$ cat config.mk
export PLATFORM = sky130hd
export DESIGN_NAME = clz_16
export DESIGN_NICKNAME = d
export VERILOG_FILES = /design/src/rtl/clz_16.sv
export SDC_FILE = /design/constraint.sdc
export NUM_CORES = 1
export LEC_CHECK = 0
export CAP_MARGIN = 15
export CORE_AREA = 2 2 39 41
export CTS_BUF_LIST = sky130_fd_sc_hd__clkbuf_8
export CTS_CLUSTER_DIAMETER = 120
export DETAILED_ROUTE_END_ITERATION = 8
export DIE_AREA = 0 0 41 43
export PLACE_DENSITY = 0.78
export RECOVER_POWER = 100
export SKIP_CTS_REPAIR_TIMING = 1
export SLEW_MARGIN = 20
export SYNTH_ARGS = -nofsm -noshare
export SYNTH_HDL_FRONTEND = slang
export SYNTH_SLANG_ARGS = --single-unit
export TNS_END_PERCENT = 100
$ cat constraint.sdc
create_clock -name clk -period 0.8 [get_ports clk]
set_input_delay 0.12 -clock clk [delete_from_list [all_inputs] [get_ports clk]]
set_output_delay 0.12 -clock clk [all_outputs]
set_load 0.01 [all_outputs]
$ cat src/rtl/clz_16.sv
// Registered 16-bit count-leading-zeros unit with a balanced merge tree.
// out[4] is set only for an all-zero operand so wider CLZ trees can chain halves.
module clz_16 (
  input  logic        clk,
  input  logic        rst_n,
  input  logic        in_valid,
  input  logic [15:0] in,
  output logic        out_valid,
  output logic [4:0]  out,
  output logic        all_zero
);

  logic [7:0]      z2;
  logic [7:0]      c2;
  logic [3:0]      z4;
  logic [3:0][1:0] c4;
  logic [1:0]      z8;
  logic [1:0][2:0] c8;
  logic            z16;
  logic [3:0]      c16;
  logic [4:0]      clz_next;

  // Each merge takes the upper count, or half_width + lower count when the upper half is empty.
  always_comb begin
    for (int i = 0; i < 8; i++) begin
      z2[i] = ~(in[2*i+1] | in[2*i]);
      c2[i] = ~in[2*i+1];
    end
    for (int i = 0; i < 4; i++) begin
      z4[i] = z2[2*i+1] & z2[2*i];
      c4[i] = z2[2*i+1] ? {1'b1, c2[2*i]} : {1'b0, c2[2*i+1]};
    end
    for (int i = 0; i < 2; i++) begin
      z8[i] = z4[2*i+1] & z4[2*i];
      c8[i] = z4[2*i+1] ? {1'b1, c4[2*i]} : {1'b0, c4[2*i+1]};
    end
    z16      = z8[1] & z8[0];
    c16      = z8[1] ? {1'b1, c8[0]} : {1'b0, c8[1]};
    clz_next = z16 ? 5'd16 : {1'b0, c16};
  end

  always_ff @(posedge clk or negedge rst_n) begin
    if (!rst_n) begin
      out_valid <= 1'b0;
      out       <= 5'd0;
      all_zero  <= 1'b0;
    end else begin
      out_valid <= in_valid;
      if (in_valid) begin
        out      <= clz_next;
        all_zero <= z16;
      end
    end
  end

endmodule

### Word-level counts from Yosys, hierarchy flattened

Cells that the tools add are included.

* flip-flop bits (word level): 7
* input bits: 19
* output and inout port bits: 7
* word-level logic and storage cells: 42

* muxes and demuxes: 8
* bitwise operators: 31

Operators with widths (number)
* NOT 1 bit: 16
* two-way mux 2 bit: 4
* bitwise OR 1 bit: 8
* AND 1 bit: 7
* two-way mux 3 bit: 2
* two-way mux 5 bit: 1
* two-way mux 4 bit: 1

### Longest topological paths before layout

Gate-level depths: netlist (run 1).

* word-level depth: 6
* gate-level depth with buffers: 4
* depth with buffers taken out: 4

### Worst setup path after synthesis (run 1)

No wires, ideal clock.

* path kind: input to register
* start point: input port in[10]
* end point: register out[2]
* arrival time: 1.107 ns
* slack: -0.432 ns
* cell stages on the path: 4
* path buffers: 0
* cells stage by stage: or4_1 a31oi_1 nor2_1 mux2_4

* longest elaborated chain between the ends: 6

RTL lines
* from (decl): line 7 `input logic [15:0] in,`
* bitwise OR 1 bit *: line 26 `z2[i] = ~(in[2*i+1] | in[2*i]);`
* NOT 1 bit *: line 26
* AND 1 bit *: line 30 `z4[i] = z2[2*i+1] & z2[2*i];`
* AND 1 bit *: line 34 `z8[i] = z4[2*i+1] & z4[2*i];`
* two-way mux 4 bit / AND 1 bit (equally long branches): line 38, 37
* two-way mux 5 bit *: line 39 `clz_next = z16 ? 5'd16 : {1'b0, c16};`
* to (signal assigned): line 50 `out <= clz_next;`
* to (decl): line 9 `output logic [4:0] out,`

Mark *: on every way between the ends. The rest lies on a longest branch, timed or not.
A chain may end at the register's enable or synchronous reset.

### Worst setup path after layout (run 1)

* start point: input port in[2]
* end point: register out[2]

* longest elaborated chain between the ends: 6

RTL lines
* bitwise OR 1 bit: line 26
* NOT 1 bit: line 26
* AND 1 bit: line 30
* AND 1 bit: line 34
* AND 1 bit: line 37 `z16 = z8[1] & z8[0];`
* two-way mux 5 bit: line 39

No other way between the ends.

==> impl_metrics.yaml, run 1 <==
worst_setup_path:
  r2r-start: "out[4]"
  worst_setup_path_startpoint: "in[2]"
  critPathArrivalTime_ps: 1260
  cp-start-kind: "input port"
  worst-endpoint-required_ps: 900
  reg2reg_to: "out[4]"
  r2r_slack_ps: -80
  cp_max_fo: 3
  path_class: "input port to flop"
  reg2reg_depth: 2
  timing.critical_path.to: "out[2]"
  worst_setup_path_end_kind: "flop"
floorplan:
  pin_count: 26
  core_region_area_um2: 1384
  start_util: 0.2803
  dieArea_um2: 1763
  row_count: 14
  die_height_um: 43
  dieWidth_um: 41
logic_synthesis:
  ys_top_cells_by_area: "dfrtp_1 (39%), nand2b_1 (6.5%), nor2_1 (5.8%)"
  synth_top_area_frac: 0.3871
  synthesis.area_um2: 387.9
  synth_nets: 64
  async_flop_share: 1.000
  ys.flop_type: "dfrtp_1"
  syn_avg_cell_area_um2: 8.619
  ys_ff_latch: 6
  synth_top_area_cell: "dfrtp_1"
  synth-edff-count: 0
  ys_warn_count: 0
  synth_seq_area_share: 0.3871
  synthCells: 45
  yosysUniqueCellTypes: 23
  synth_common_cells: "dfrtp_1 (6), nor2_1 (6), inv_1 (5)"
clock_tree:
  clk_latency_ps: 220
  cts_buffer_depth: 2
  clk_pin_slew_ps: 30
  h-tree-depth: 1
  cts_root_buf: "clkbuf_8"
  cts_tree: "yes"
  cts_made_buffers: 3
  clock_sinks: 6
sta:
  slew_violations: 0
  setup_slack_ps: -356.9
  fin_crit_ps: 1157
  worst_slew_pin_slew_ps: 302.6
  slew_headroom: 0.7965
  fmax_ghz: 0.8644
  period_share: 1.446
  fin_skew_ps: 0
  rsz0062_at_grt: "yes"
  setup_violations: 12
  finalHoldViolations: 0
run_status:
  violations: "setup timing"
  status: "complete, but fails checks"
grt:
  grt_first_pass_wirelength_um: 1780
  grt_antenna_before_repair: 0
  grt_util_met1: 0.1596
  grt_overflow: 0
  busiest_layer: "met2"
  grt_usage: 0.1573
  grt_pass1_vias: 475
  grt_max_degree: 7
  met3_usage: 0.01571
  grt_use_met2: 0.2406
route:
  firstDrtPassIters: 4
  antenna_left: 0
  drtIter0Drc: 4
  wl_per_cell_um: 11.23
  via_per_inst: 4.743
  routed_wl_um: 1179
  drc: 0
  via_count: 498
finish:
  final_cells: 105
  syn_to_final_growth_pct: 109.0
  post-route-util: 0.5859
  diodes: 0
  final_net_count: 110
  drive_above_1_share: 0.4831
place:
  hpwlAfterDp_um: 900.5
  place_inst: 101
  port_buffers: 25
  gp_congestion: 0.8505
hold_path:
  hp-class: "input port to async pin"
power:
  p_leak_nw: 0.4567
  peakVddDrop_v: 0.0004724
  cellPowerDensity_nw_per_um2: 1251
  power_mw: 1.014
run:
  drv_cap: 0
==> layout make-up <==
type	instances	area (µm²)
fillers	137	573.1
repair buffers	42	347.8
multi-input cells	33	232.7
flip-flops and latches	6	150.1
clock buffers	3	41.29
well taps	16	20.02
inverters	5	18.77
==> registers in the layout, summed over array words and instances, names as in the netlist <==
register / flops
out_valid: 1
out: 5
==> layer usage <==
| layer | wire (µm) | vias up |
|---|---|---|
| li1 | - | 247 |
| met1 | 417 | 226 |
| met2 | 644 | 21 |
| met3 | 68 | 4 |
| met4 | 49 | 0 |
| met5 | 0 | - |
==> cells by family after synthesis <==
family                 Yosys count  synth area share
AND/OR/NAND/NOR                 20            0.3032
AO/OA/AOI/OAI                   11            0.1742
flip-flops                       6            0.3871
buffers and inverters            6           0.06775
multiplexers                     2           0.06773
==> power breakdown <==
| part | total, mW | internal [mW] | switching (mW) |
|---|---|---|---|
| registers | 0.326 | 0.319 | 0.00723 |
| logic | 0.241 | 0.149 | 0.0917 |
| clock network | 0.447 | 0.323 | 0.125 |
==> critical path, stage by stage <==
cell	delay, ps
buf_6	90
or4_4	540
a31oi_1	190
nor2_1	70
mux2_4	250
==> worst min path at each step <==
stage	from	to	slack [ps]	cells past startpoint
4_1_cts	rst_n	out[3]	140	1
6_report	rst_n	out[3]	210	1
3_5_place_dp	rst_n	out[3]	370	1
2_1_floorplan	rst_n	out[0]	-180	0
5_1_grt	rst_n	out[4]	230	1
3_3_place_gp	rst_n	out_valid	370	1
==> metrics by stage <==
| step | setup TNS [ps] | area (µm²) | setup WS, ps | hold slack, ps |
|---|---|---|---|---|
| 5_1_grt | -1967 | 810.8 | -368.5 | 230.8 |
| 2_1_floorplan | -1607 | 391.6 | -399.9 | -175.6 |
| 4_1_cts | -6183 | 815.8 | -714.5 | 136.1 |
| 3_3_place_gp | -5466 | 774.5 | -872.0 | 366.4 |
| 3_5_place_dp | -5761 | 774.5 | -945.5 | 373.2 |
| 6_report | -1605 | 810.8 | -356.9 | 205.7 |
==> layout by cell type (no fill, tap or decap), drive strengths merged, types with 2 or more instances in the layout <==
master | netlist | layout
or4 | 3 | 3
nand2b | 4 | 4
o21ai | 2 | 2
o211ai | 2 | 2
dfrtp | 6 | 6
nor2 | 6 | 6
a21oi | 3 | 3
buf | 1 | 20
dlymetal6s2s | 0 | 8
clkbuf | 0 | 15
mux2 | 2 | 2
inv | 5 | 5
Power figures use the tool's default switching activity.
==> run 2: changes to the inputs <==
--- a/config.mk
+++ b/config.mk
@@ -6,11 +6,11 @@
 export NUM_CORES = 1
 export LEC_CHECK = 0
 export CAP_MARGIN = 15
-export CORE_AREA = 2 2 39 41
+export CORE_AREA = 3 3 40 42
 export CTS_BUF_LIST = sky130_fd_sc_hd__clkbuf_8
 export CTS_CLUSTER_DIAMETER = 120
 export DETAILED_ROUTE_END_ITERATION = 8
-export DIE_AREA = 0 0 41 43
+export DIE_AREA = 0 0 43 45
 export PLACE_DENSITY = 0.78
 export RECOVER_POWER = 100
 export SKIP_CTS_REPAIR_TIMING = 1
==> run 2 against run 1 <==
The flow still finishes with violations (setup timing). Non-clock buffer count increased by 1. Worst hold slack about the same. Critical path depth increased by 1. Count of clock-buffer cells in the layout unchanged. Largest cell class unchanged.
==> impl_metrics.yaml, run 2 (synthesized netlist as in run 1, its figures left out) <==
finish:
  syn_to_final_growth_pct: 129.0
  top_regs: "out x5, out_valid x1"
  drive_above_1_share: 0.5444
  final_net_count: 111
  multi_input_area_um2: 289.0
  final_cell_mix: "buf_4 (14), clkbuf_2 (11), dlymetal6s2s_1 (9)"
  largest_reg_flops: 5
  fillers: 115
  seqCellArea_um2: 150.1
  layout_commonest_cell: "buf_4"
  regMostFlops: "out"
  finalInstanceArea_um2: 888.4
  diodes: 0
  final_cells: 105
worst_setup_path:
  r2r-start: "out[2]"
  slowest_delay_ps: 440
  worst-endpoint-required_ps: 890
  critPathArrivalTime_ps: 1310
  worst_setup_path_startpoint: "in[4]"
  cp_max_fo: 3
  path_class: "input port to flop"
  cp-start-kind: "input port"
  r2r_slack_ps: -90
  worst_setup_path_end_kind: "flop"
  crit_path_cell_trace: "clkdlybuf4s50_1 -> nor2_4 -> nand2_2 -> buf_4 -> o211ai_1 -> o21ai_1"
  cpMaxStageDelayCell: "clkdlybuf4s50_1"
  crit_buf_inv: 2
  crit_family: "buffers and inverters"
sta:
  fin_crit_ps: 1222
  worst_slew_pin_slew_ps: 281.4
  fmax_ghz: 0.8181
  slew_headroom: 0.8108
  slew_violations: 0
  period_share: 1.528
  finalHoldViolations: 0
  setup_violations: 12
  fin_skew_ps: 0
  rsz0062_at_grt: "yes"
  setup_slack_ps: -422.4
clock_tree:
  cts_root_buf: "clkbuf_8"
  cts_made_buffers: 3
  clk_latency_ps: 220
  h-tree-depth: 1
  cts_tree: "yes"
  clk_pin_slew_ps: 30
  cts_buffer_depth: 2
  clock_sinks: 6
floorplan:
  die_height_um: 45
  row_count: 13
  start_util: 0.3019
  dieWidth_um: 43
  core_region_area_um2: 1285
  pin_count: 26
  dieArea_um2: 1935
route:
  drc: 0
  wl_per_cell_um: 13.33
  via_count: 515
  drtIter0Drc: 2
  antenna_left: 0
  routed_wl_um: 1400
  firstDrtPassIters: 2
  via_per_inst: 4.905
place:
  hpwlAfterDp_um: 896.6
  placed_area_um2: 765.7
  gp_congestion: 0.7038
  place_inst: 99
  port_buffers: 25
power:
  peakVddDrop_v: 0.0005321
  power_mw: 1.036
  cellPowerDensity_nw_per_um2: 1166
  p_leak_nw: 0.4925
run_status:
  status: "complete, but fails checks"
  violations: "setup timing"
grt:
  grt_first_pass_wirelength_um: 1766
  grt_pass1_vias: 464
  grt_usage: 0.1274
  grt_max_degree: 7
  grt_overflow: 0
  grt_antenna_before_repair: 0
run:
  drv_cap: 0
hold_path:
  hp-class: "input port to async pin"
-- run 2: report_power, final --
group | internal, mW | switching, mW | leakage [nW] | total, mW
Clock | 0.323 | 0.125 | 0.0216 | 0.447
Sequential | 0.319 | 0.00555 | 0.0791 | 0.324
Combinational | 0.155 | 0.110 | 0.392 | 0.265
-- run 2: routing by layer --
metal | global-route usage | vias up | routed length, µm
li1 | - | 252 | -
met1 | 0.1229 | 231 | 536
met2 | 0.2335 | 25 | 700
met3 | 0.03586 | 7 | 103
met4 | 0.09036 | 0 | 59
met5 | 0 | - | 0
-- run 2: through the flow --
step / TNS, ps / worst slack [ps] / util / hold slack [ps]
CTS: -6123 / -689.3 / 0.6280 / 146.5
global route: -2689 / -500.5 / 0.6913 / 226.7
floorplan: -1607 / -399.9 / - / -175.6
detailed placement: -5713 / -918.7 / 0.5959 / 376.8
finish: -2152 / -422.4 / 0.6913 / 206.0
global placement: -5540 / -892.1 / 0.5959 / 371.2
-- run 2: layout make-up --
| class | count | share of cell area |
|---|---|---|
| clock buffer | 3 | 0.04648 |
| inverter | 5 | 0.02113 |
| multi-input combinational | 33 | 0.3254 |
| sequential | 6 | 0.1690 |
| tap | 15 | 0.02113 |
| timing repair buffer | 43 | 0.4169 |
-- run 2: path summary, 6_finish.rpt --
check                             to  cells after the start
max                           out[3]                      6
min                           out[2]                      1
max reg2reg                   out[2]                      2
min reg2reg                   out[1]                      2
max in group asynchronous  out_valid                      1
min in group clk              out[1]                      4
==> run 3: changes to the inputs <==
--- a/config.mk
+++ b/config.mk
@@ -11,7 +11,8 @@
 export CTS_CLUSTER_DIAMETER = 120
 export DETAILED_ROUTE_END_ITERATION = 8
 export DIE_AREA = 0 0 43 45
-export PLACE_DENSITY = 0.78
+export DONT_BUFFER_PORTS = 1
+export PLACE_DENSITY = 0.53
 export RECOVER_POWER = 100
 export SKIP_CTS_REPAIR_TIMING = 1
 export SLEW_MARGIN = 20
==> run 3 against run 2 <==
The run ends with hold timing, setup timing left. Register-to-register slack better by 130 ps. Critical endpoint is now out[2]. Clock power hardly changed. Flip-flop and latch count stayed put. Cell count is 30% lower. Final area is 37% lower. Sequential share of layout area is 9.8 points higher. Routed wire length is 36% lower.
==> impl_metrics.yaml, run 3 (synthesized netlist as in run 1, its figures left out) <==
run_status:
  status: "complete, but fails checks"
  violations: "hold timing, setup timing"
sta:
  fin_crit_ps: 1014
  hold_ws_ps: -3.668
  rsz0062_at_grt: "yes"
  setup_slack_ps: -213.8
  slew_headroom: 0.8158
  finalHoldViolations: 1
  setup_violations: 10
  fmax_ghz: 0.9864
  period_share: 1.267
  slew_violations: 0
  worst_slew_pin_slew_ps: 275.4
  fin_skew_ps: 0
grt:
  grt_antenna_before_repair: 0
  grt_overflow: 0
  grt_max_degree: 10
  grt_usage: 0.1064
  grt_pass1_vias: 385
  grt_first_pass_wirelength_um: 1490
power:
  peakVddDrop_v: 0.0005210
  cellPowerDensity_nw_per_um2: 1583
  power_mw: 0.8895
  p_leak_nw: 0.2457
route:
  routed_wl_um: 898
  via_per_inst: 4.959
  via_count: 362
  antenna_left: 0
  drc: 0
  firstDrtPassIters: 1
  wl_per_cell_um: 12.30
  drtIter0Drc: 0
finish:
  top_regs: "out x5, out_valid x1"
  final_cell_mix: "nor2_1 (6), dfrtp_1 (6), inv_1 (5), buf_4 (5)"
  finalInstanceArea_um2: 561.8
  final_net_count: 79
  syn_to_final_growth_pct: 44.84
  regMostFlops: "out"
  largest_reg_flops: 5
  post-route-util: 0.4372
  drive_above_1_share: 0.3103
  diodes: 0
  final_cells: 73
worst_setup_path:
  cpMaxStageDelayCell: "or4_4"
  slowest_delay_ps: 550
  reg2reg_to: "out[2]"
  critPathArrivalTime_ps: 1120
  cp-start-kind: "input port"
  reg2reg_depth: 1
  worst_setup_path_end_kind: "flop"
  cp_max_fo: 3
  worst-endpoint-required_ps: 900
  worst_setup_path_startpoint: "in[9]"
  crit_path_cell_trace: "or4_4 -> a31oi_4 -> nor2_1 -> mux2_4"
  path_class: "input port to flop"
  r2r-start: "out[2]"
  r2r_slack_ps: 40
place:
  port_buffers: 0
  hpwlAfterDp_um: 735.2
  gp_congestion: 0.6724
  place_inst: 68
  placed_area_um2: 470.5
  place_ws_ps: -461.4
clock_tree:
  cts_root_buf: "clkbuf_8"
  clk_pin_slew_ps: 30
  cts_buffer_depth: 2
  clock_sinks: 6
  clk_latency_ps: 220
  h-tree-depth: 1
  cts_made_buffers: 3
  cts_tree: "yes"
run:
  drv_cap: 0
floorplan:
  start_util: 0.3019
  dieArea_um2: 1935
  pin_count: 26
  dieWidth_um: 43
  die_height_um: 45
  row_count: 13
  core_region_area_um2: 1285
hold_path:
  holdCritStartpoint: "in_valid"
  whs_path_depth: 1
  whs_endpoint: "out[3]"
  hp-class: "input port to flop"
## run 3: cell count changes in the layout (fill, tap and decap cells not counted), moves of 2 or more
| cell | delta |
|---|---|
| buf_6 | -2 |
| nor2_1 | +4 |
| nor2_4 | -3 |
| dlymetal6s2s_1 | -9 |
| clkbuf_2 | -11 |
| clkdlybuf4s50_1 | -2 |
| buf_4 | -9 |
## run 3: worst max-delay path, delay by kind of cell
family          cells  cell delay (ps)
simple gates        2              610
mux                 1              250
compound gates      1              150
## run 3: worst max path at each step
stage,end,depth (start not counted),slack (ps)
6_report,out[2],4,-210
5_1_grt,out[2],4,-250
4_1_cts,out[2],4,-230
3_5_place_dp,out[2],4,-460
3_3_place_gp,out[2],4,-460
2_1_floorplan,out[2],4,-400
## run 3: layout make-up
| class | instances | area (µm²) |
|---|---|---|
| inverter | 5 | 18.77 |
| multi-input combinational | 33 | 230.2 |
| tap | 15 | 18.77 |
| clock buffer | 3 | 41.29 |
| sequential | 6 | 150.1 |
| timing repair buffer | 11 | 102.6 |
| fill | 131 | 723.2 |
## run 3: routing by layer
metal  track usage  vias up  part of all wire
met5             0        -                 0
met3       0.05179        2              0.11
met4       0.07229        0             0.019
li1              -      185                 -
met2        0.1467       21              0.42
met1        0.1299      154              0.45
## run 3: stage by stage
stage	hold slack, ps	setup TNS (ps)
after floorplan	-175.6	-1607
after global placement	-175.5	-2041
after detailed placement	-175.4	-2049
after CTS	-408.7	-1215
after global routing	5.393	-1492
final	-3.668	-1104
## run 3: where the power goes
part	internal [mW]	switching [mW]
Combinational	0.0695	0.0473
Sequential	0.319	0.00955
Clock	0.322	0.122
Total	0.711	0.179
